==> config.mk <==
export PLATFORM = sky130hd
export DESIGN_NAME = hilbert_analytic_fir
export DESIGN_NICKNAME = d
export VERILOG_FILES = /design/src/rtl/hilbert_analytic_fir.sv
export SDC_FILE = /design/constraint.sdc
export NUM_CORES = 2
export LEC_CHECK = 0
export ABC_AREA = 0
export BUFFER_PORTS_ARGS = -buffer_cell sky130_fd_sc_hd__buf_2
export CAP_MARGIN = 30
export CORE_AREA = 4 4 569 289
export CTS_BUF_LIST = sky130_fd_sc_hd__clkbuf_8
export CTS_CLUSTER_SIZE = 30
export DETAILED_ROUTE_END_ITERATION = 6
export DIE_AREA = 0 0 573 293
export GPL_ROUTABILITY_DRIVEN = 0
export GPL_TIMING_DRIVEN = 0
export HOLD_SLACK_MARGIN = 0.05
export PLACE_DENSITY = 0.52
export SLEW_MARGIN = 25
export SYNTH_ARGS = -nofsm -noshare
export SYNTH_HDL_FRONTEND = slang
export SYNTH_SLANG_ARGS = --single-unit
==> constraint.sdc <==
create_clock -name i_clk -period 15.07 [get_ports i_clk]
set_input_delay 4.521 -clock i_clk [delete_from_list [all_inputs] [get_ports i_clk]]
set_output_delay 4.521 -clock i_clk [all_outputs]
set_load 0.01 [all_outputs]
==> src/rtl/hilbert_analytic_fir.sv <==
// Real-to-analytic converter: re = input delayed to the FIR centre, im = Hilbert FIR on one shared MAC.
// Result valid NC+1 edges after accept; din_ready stays low until the result is taken.
module hilbert_analytic_fir #(
   parameter int  G_DWIDTH   = 24,
   parameter int  G_NUM_TAPS = 31,
   parameter int  G_CWIDTH   = 18,
   localparam int M          = (G_NUM_TAPS - 1) / 2,
   localparam int NC         = (M + 1) / 2,
   localparam int AW         = (NC > 1) ? $clog2(NC) : 1
) (
   input  logic                       i_clk,
   input  logic                       i_reset_n,
   input  logic                       i_enable,
   input  logic                       i_coef_wr_en,
   input  logic [AW-1:0]              i_coef_addr,
   input  logic signed [G_CWIDTH-1:0] i_coef_data,
   input  logic signed [G_DWIDTH-1:0] i_din,
   input  logic                       i_din_valid,
   output logic                       o_din_ready,
   output logic signed [G_DWIDTH-1:0] o_dout_re,
   output logic signed [G_DWIDTH-1:0] o_dout_im,
   output logic                       o_dout_valid,
   input  logic                       i_dout_ready
);
   localparam int DIFW = G_DWIDTH + 1;
   localparam int PRDW = DIFW + G_CWIDTH;
   localparam int ACCW = PRDW + AW + 1;
   localparam logic signed [ACCW-1:0]     C_RND = ACCW'(1) << (G_CWIDTH - 2);
   localparam logic signed [G_DWIDTH-1:0] C_MAX = {1'b0, {(G_DWIDTH-1){1'b1}}};
   localparam logic signed [G_DWIDTH-1:0] C_MIN = {1'b1, {(G_DWIDTH-1){1'b0}}};

   typedef enum logic [2:0] {S_INIT, S_IDLE, S_MAC, S_ROUND, S_OUT} state_t;

   state_t                     r_state, w_state_nxt;
   logic signed [G_DWIDTH-1:0] r_dly [G_NUM_TAPS];
   logic signed [G_CWIDTH-1:0] r_coef [NC];
   logic signed [ACCW-1:0]     r_acc;
   logic [AW-1:0]              r_idx;
   logic                       r_din_rdy, r_dout_vld;
   logic signed [G_DWIDTH-1:0] r_dout_re, r_dout_im;

   logic                       w_accept, w_release, w_mac_last, w_coef_we;
   logic signed [G_DWIDTH-1:0] w_tap_new, w_tap_old;
   logic signed [G_CWIDTH-1:0] w_coef;
   logic signed [DIFW-1:0]     w_diff;
   logic signed [PRDW-1:0]     w_prod;
   logic signed [ACCW-1:0]     w_rnd, w_shf;
   logic [ACCW-G_DWIDTH:0]     w_hi;
   logic                       w_ovf;
   logic signed [G_DWIDTH-1:0] w_im_sat;

   assign w_accept   = (r_state == S_IDLE) && i_din_valid && r_din_rdy;
   assign w_release  = (r_state == S_OUT) && r_dout_vld && i_dout_ready;
   assign w_mac_last = (r_idx == AW'(NC - 1));
   assign w_coef_we  = i_coef_wr_en && (r_state != S_MAC) && (r_state != S_ROUND)
                       && ({1'b0, i_coef_addr} < (AW+1)'(NC));

   // Symmetric tap pair for offset k=2i+1 around the centre M.
   always_comb begin
      w_tap_new = '0;
      w_tap_old = '0;
      w_coef    = '0;
      for (int i = 0; i < NC; i++) begin
         if (r_idx == AW'(i)) begin
            w_tap_new = r_dly[M-1-2*i];
            w_tap_old = r_dly[M+1+2*i];
            w_coef    = r_coef[i];
         end
      end
   end

   assign w_diff = {w_tap_new[G_DWIDTH-1], w_tap_new} - {w_tap_old[G_DWIDTH-1], w_tap_old};
   assign w_prod = PRDW'(w_diff) * PRDW'(w_coef);

   // Round half up, drop the Q1 fraction, then clamp to the sample range.
   assign w_rnd    = r_acc + C_RND;
   assign w_shf    = w_rnd >>> (G_CWIDTH - 1);
   assign w_hi     = w_shf[ACCW-1:G_DWIDTH-1];
   assign w_ovf    = !((&w_hi) || !(|w_hi));
   assign w_im_sat = w_ovf ? (w_shf[ACCW-1] ? C_MIN : C_MAX) : w_shf[G_DWIDTH-1:0];

   always_comb begin
      w_state_nxt = r_state;
      case (r_state)
         S_INIT:  w_state_nxt = S_IDLE;
         S_IDLE:  if (w_accept) w_state_nxt = S_MAC;
         S_MAC:   if (w_mac_last) w_state_nxt = S_ROUND;
         S_ROUND: w_state_nxt = S_OUT;
         S_OUT:   if (w_release) w_state_nxt = S_IDLE;
         default: w_state_nxt = S_INIT;
      endcase
   end

   always_ff @(posedge i_clk or negedge i_reset_n) begin
      if (!i_reset_n)     r_state <= S_INIT;
      else if (!i_enable) r_state <= S_INIT;
      else                r_state <= w_state_nxt;
   end

   always_ff @(posedge i_clk or negedge i_reset_n) begin
      if (!i_reset_n) begin
         for (int j = 0; j < G_NUM_TAPS; j++) r_dly[j] <= '0;
         for (int i = 0; i < NC; i++) r_coef[i] <= '0;
         r_acc      <= '0;
         r_idx      <= '0;
         r_din_rdy  <= 1'b0;
         r_dout_vld <= 1'b0;
         r_dout_re  <= '0;
         r_dout_im  <= '0;
      end else if (!i_enable) begin
         // Soft clear keeps the coefficient bank.
         for (int j = 0; j < G_NUM_TAPS; j++) r_dly[j] <= '0;
         r_acc      <= '0;
         r_idx      <= '0;
         r_din_rdy  <= 1'b0;
         r_dout_vld <= 1'b0;
         r_dout_re  <= '0;
         r_dout_im  <= '0;
      end else begin
         if (w_coef_we) r_coef[i_coef_addr] <= i_coef_data;
         case (r_state)
            S_INIT: r_din_rdy <= 1'b1;
            S_IDLE: begin
               if (w_accept) begin
                  for (int j = G_NUM_TAPS - 1; j > 0; j--) r_dly[j] <= r_dly[j-1];
                  r_dly[0]  <= i_din;
                  r_din_rdy <= 1'b0;
                  r_acc     <= '0;
                  r_idx     <= '0;
               end
            end
            S_MAC: begin
               r_acc <= r_acc + ACCW'(w_prod);
               r_idx <= r_idx + AW'(1);
            end
            S_ROUND: begin
               r_dout_re  <= r_dly[M];
               r_dout_im  <= w_im_sat;
               r_dout_vld <= 1'b1;
            end
            S_OUT: begin
               if (w_release) begin
                  r_dout_vld <= 1'b0;
                  r_din_rdy  <= 1'b1;
               end
            end
            default: ;
         endcase
      end
   end

   assign o_din_ready  = r_din_rdy;
   assign o_dout_valid = r_dout_vld;
   assign o_dout_re    = r_dout_re;
   assign o_dout_im    = r_dout_im;
endmodule

Yosys cells after proc, flatten, opt, wreduce, memory -nomap -nowiden:

Index checks and enable logic that the tools add are counted.
W data, S select, Z words.

* memory bits (writable): 0
* bits in read-only memories: 0
* bits in latches: 0
* memories: 0
* register bits after elaboration: 991
* output and inout bits: 50
* bits of input ports: 51

* div/mod/pow operators: 0
* shifts and indexed selects: 0
* multipliers: 1
* $lt $le $gt $ge: 2
* bitwise gates (word level): 1
* mux-type cells: 54
* add/sub/neg operators: 4
* eq/ne operators: 22
* reductions and logical operators: 19

Operators with widths (count)
* $mux W744: 3
* $mux W24: 22
* $mux W18: 9
* $bwmux W144: 1
* $mux W47: 2
* $pmux W47 S2: 1
* $demux W18 S3: 1
* $add A47 B18 Y47 const B: 1
* $add A47 B43 Y47: 1
* $mul A25 B18 Y43: 1
* $sub A24 B24 Y25: 1
* $mux W3: 6
* $eq A3 B3 Y1 const B: 5
* $pmux W3 S5: 1
* $eq A3 B2 Y1 const B: 4
* $ne A3 B3 Y1 const B: 3
* $reduce_and A2 Y1: 4
* $logic_and A1 B1 Y1: 7
* $reduce_and A7 Y1: 1
* $reduce_or A7 Y1: 1
* $eq A3 B1 Y1 const B: 2
* $logic_not A3 Y1: 2
* $ne A2 B1 Y1 const B: 3
* $ne A3 B1 Y1 const B: 2
* 13 further kinds: 19

Logic depth before layout (Yosys ltp):

* word-level depth: 14
* depth in mapped cells: 48
* mapped depth without buffers: 43

Worst setup path after synthesis:

Ideal clock, no wire load.

* path type: register to register
* from: reg r_idx[0]
* to: reg r_acc[43]
* data required time: 14.937 ns
* data arrival time: 11.080 ns
* path slack: 3.857 ns
* stages on the path, launching flop included: 43
* setup time: 0.133 ns
* cell sequence: dfrtp_1 > inv_1 > ha_1 > nor3b_1 > clkbuf_1 > clkbuf_1 > clkbuf_1 > a221oi_1 > o311ai_0 > o211ai_1 > a311oi_1 > a21oi_1 > fa_1 > a211oi_2 > o21ai_1 > a311o_1 > nand3_2 > o221ai_2 > (+7 left out) > fa_1 > inv_1 > fa_1 > fa_1 > fa_1 > fa_1 > ha_1 > ha_1 > and2_1 > a221o_1 > a21oi_1 > nand4_1 > or2_2 > and3b_1 > a2111oi_2 > a21oi_1 > xnor2_1 > o21ai_0

* cells in the longest elaborated chain, start to end: 14

Ends and longest elaborated chain
* start, declared: RTL line 38 `logic [AW-1:0] r_idx;`
* start signal, assigned: RTL line 134 `r_idx <= r_idx + AW'(1);`
* $logic_not A3 Y1: RTL line 64 `if (r_idx == AW'(i)) begin`
* $mux W24 (8 in series): RTL line 64
* $sub A24 B24 Y25: RTL line 72 `assign w_diff = {w_tap_new[G_DWIDTH-1], w_tap_new} - {w_tap_old[G_DWIDTH-1], w_tap_old};`
* $mul A25 B18 Y43 (*): RTL line 73 `assign w_prod = PRDW'(w_diff) * PRDW'(w_coef);`
* $add A47 B43 Y47 (*): RTL line 133 `r_acc <= r_acc + ACCW'(w_prod);`
* $pmux W47 S2 (*): RTL line 121 `case (r_state)`
* $mux W47 (*): RTL line 110 `end else if (!i_enable) begin`
* end signal, assigned: RTL line 133
* end, declared: RTL line 37 `logic signed [ACCW-1:0] r_acc;`

Every way passes the cells marked *; elsewhere a longest branch is shown, timed or not.
A chain may end at the register's enable or synchronous reset.

Worst setup path after layout:

Ends and elaborated chain as after synthesis.

==> metrics.csv <==
stage;metric;value;unit
run_status;status;completed;
run;cap_violations;0;
synth;post_synth_num_cell_types;71;
timing;worst_pin_slew;1128;ps
detailed_routing;viasPerCell;5.393;
worst_setup_path;critPathRequiredTime;15780;ps
worst_setup_path;cpMaxStageDelayCell;clkbuf_1;
synth;synth_edf_count;0;
floorplanning;placementRows;104;
power_and_ir_drop;p_per_area;98.42;nW/um^2
timing;fin_setup_tns;0;ps
synth;yosys.area.top_type;dfrtp_1;
detailed_routing;vias;50798;
worst_setup_path;cp_max_fo;10;
synth;netlist.area_leader.share;39.09;%
synth;synthArstFlopShare;100.0;%
place;place_inst;9114;
final_layout;drive_gt1_share;8.057;%
final_layout;nNetsFinal;7892;
global_routing;grt_antenna_before_repair;17;
hold_path;hold_path_depth;2;
timing;fin_crit_sh;95.62;%
floorplanning;core_area;159700;um^2
detailed_routing;wire_per_inst;22.84;um
worst_setup_path;r2r_end;r_acc[43]$_DFFE_PN0P_;
worst_setup_path;cp-end-kind;flip-flop;
clock_network;clock-sinks;991;
clock_network;cts_htree_levels;4;
global_routing;gr-total-overflow;0;
worst_setup_path;cp_slowest_stage_delay;800;ps
hold_path;hold_class;reg2reg;
worst_setup_path;start_kind;flip-flop;
detailed_routing;ant_nets;0;
worst_setup_path;startpoint;r_idx[0]$_DFFE_PN0P_;
final_layout;nFillCells;15720;
power_and_ir_drop;leakagePower;31.28;nW
synth;ys_seq_elements;991;
detailed_routing;drc_errors;0;
timing;hold_viol;0;
detailed_routing;first_iter_violations;4519;
clock_network;clkTransAtPathRegs;70;ps
global_routing;grt_pass1_wl;325600;um
place;portBuffers;98;
synth;synth_flop_cell;dfrtp_1;
synth;yosys_warnings;0;
global_routing;grt_max_degree;123;
timing;drv_slew;0;
timing;maxSlewHeadroom;23.99;%
floorplanning;io_pins;101;
timing;clock_skew;87.44;ps
clock_network;cts_tree;done;
worst_setup_path;r2r_cells;43;
timing;holdWs;473.5;ps
synth;synth_nets;7586;
timing;fin_crit;14410;ps
final_layout;layoutNonFillerInstCount;9419;
detailed_routing;wl;215100;um
timing;timing.fmax;69.40;MHz
clock_network;clockBufferDepth;4;
clock_network;ctsHoldBuffers;0;
floorplanning;fp.dieH;293;um
global_routing;grt_usage;25.69;%
power_and_ir_drop;peakVddDrop;0.05898;mV
worst_setup_path;crit_path_frequent_cell;fa_1;
synth;synth.avg_cell_area;9.242;um^2
synth;syn-cell-area;63440;um^2
clock_network;cts_root_buf;clkbuf_8;
final_layout;area_growth;11.57;%
synth;syn_inst;6865;
floorplanning;die_x;573;um
worst_setup_path;critPathArrivalTime;15120;ps
synth;synth.area.top_cells;dfrtp_1 39%, fa_1 16%, nand2_1 12%;
worst_setup_path;r2r_start;r_idx[0]$_DFFE_PN0P_;
synth;seq_area_frac_synth;39.09;%
worst_setup_path;ff2ff_setup_slack;660;ps
global_routing;grt_pass1_vias;48881;
floorplanning;initial_utilization;39.74;%
worst_setup_path;endpoint;r_acc[43]$_DFFE_PN0P_;
clock_network;numCtsBuffers;164;
clock_network;clock_latency;880;ps
floorplanning;die_area;167900;um^2
timing;rsz0062_at_grt;no;
place;post-dp-hpwl;176300;um
timing;setup_viol;0;
detailed_routing;first_pass_iters;6;
worst_setup_path;path_class;reg2reg;
cell usage after synthesis, types with 47 or more instances:
| library cell | count |
|---|---|
| o311ai_0 | 49 |
| nand2_1 | 1988 |
| ha_1 | 166 |
| dfrtp_1 | 991 |
| mux2_2 | 144 |
| fa_1 | 504 |
| o211ai_1 | 78 |
| a221oi_1 | 68 |
| clkbuf_1 | 425 |
| nor2_1 | 339 |
| nand3_1 | 47 |
| inv_1 | 541 |
| a21oi_1 | 153 |
| o21ai_0 | 162 |
| a21boi_0 | 748 |
| xnor2_1 | 58 |
layer usage:
layer  track usage, %  vias up  part of all wire, %
met5                0        -               0.0060
met4            2.932        2                 0.98
met3            9.824      191                   12
met2            28.64     1905                   33
met1            44.75    25799                   54
li1                 -    22901                    -
cells in the final DEF (no fill, tap or decap), types with 20 or more instances in the layout:
master	Yosys	final
buf_2	3	107
nor2_1	339	338
xor2_1	41	39
clkbuf_8	0	200
a21oi_1	153	150
mux2_2	144	144
ha_1	166	165
buf_1	22	20
o21ai_0	162	156
a21o_1	33	33
nor3_1	27	26
and2_1	37	37
fa_1	504	504
nand2_1	1988	1988
o311ai_0	49	49
dfrtp_1	991	991
o211ai_1	78	78
a221oi_1	68	67
nand3_1	47	47
inv_1	541	587
a21boi_0	748	748
clkbuf_1	425	410
a22o_1	30	30
nand2b_1	24	24
xnor2_1	58	47
kinds of logic (layout without fill, tap and decap cells):
kind of cell / after synthesis / count (layout) / share of synthesized area, %
buffers and inverters: 991 / 1412 / 5.869
and+or+nand+nor: 2538 / 2538 / 15.76
AOI/OAI and AO/OA: 1426 / 1426 / 16.01
DFF: 991 / 991 / 39.09
muxes: 146 / 146 / 2.587
adders and majority gates: 670 / 670 / 19.18
other: 0 / 13 / 0
xor gates and xnor gates: 103 / 103 / 1.505
metrics by stage:
stage,total power (W),cell area [um^2],setup WS [ps],utilization (%)
finish,0.006967,70790,660.6,44.33
global route,0.007340,70760,52.30,44.32
CTS,0.006992,70610,60.94,44.23
detailed placement,0.004399,67230,-368.8,42.11
global placement,0.004369,66590,-13820,41.70
floorplan,0.003851,63440,3857,-
what timing repair did:
item / in CTS / in global routing
gates cloned: 0 / 0
setup endpoints to repair: 3 / 10
pin swaps: 0 / 0
gates resized for setup: 2 / 22
setup buffers: 0 / 2
flip-flops by register name, indices dropped and copies added, names as in the netlist:
signal        count
r_idx             3
o_dout_im        24
r_coef          144
r_dly           744
r_state           3
o_dout_valid      1
r_acc            47
o_dout_re        24
o_din_ready       1
worst max-delay path: cells and delay by family (launching register included):
kind / cells / cell delay [ps]
xor+xnor: 1 / 130
simple gates: 9 / 1890
fa+ha+maj: 12 / 5250
compound gates: 12 / 2730
buf+inv: 9 / 3740
flops: 1 / 450
area by class of cell:
class                   count  area, um^2  share of cell area [%]
multi-input cells        4883       35120                   49.61
well taps                2120        2653                   3.747
inverters                 541        2034                   2.874
repair buffers            141        1060                   1.497
clock buffers             200        2753                   3.889
diodes                     13       32.53                 0.04596
clock inverters            81       625.6                  0.8838
flip-flops and latches    991       24800                   35.03
plain buffers             449        1710                   2.416
where the power goes:
part / switching (W) / internal (W)
registers: 0.0000589 / 0.00276
clock network: 0.00120 / 0.00137
logic: 0.00104 / 0.000543
total: 0.00229 / 0.00467
how the worst min path moves through the flow:
stage                           startpoint                      to  slack [ps]
CTS                 r_dly[136]$_DFFE_PN0P_  r_dly[112]$_DFFE_PN0P_         450
detailed placement   r_acc[14]$_DFFE_PN0P_   r_acc[14]$_DFFE_PN0P_         480
global route        r_dly[678]$_DFFE_PN0P_  r_dly[654]$_DFFE_PN0P_         490
global placement     r_acc[23]$_DFFE_PN0P_   r_acc[23]$_DFFE_PN0P_         470
finish              r_dly[136]$_DFFE_PN0P_  r_dly[112]$_DFFE_PN0P_         470
floorplan            r_acc[11]$_DFFE_PN0P_   r_acc[11]$_DFFE_PN0P_         450
(Power assumes the default switching activity.)
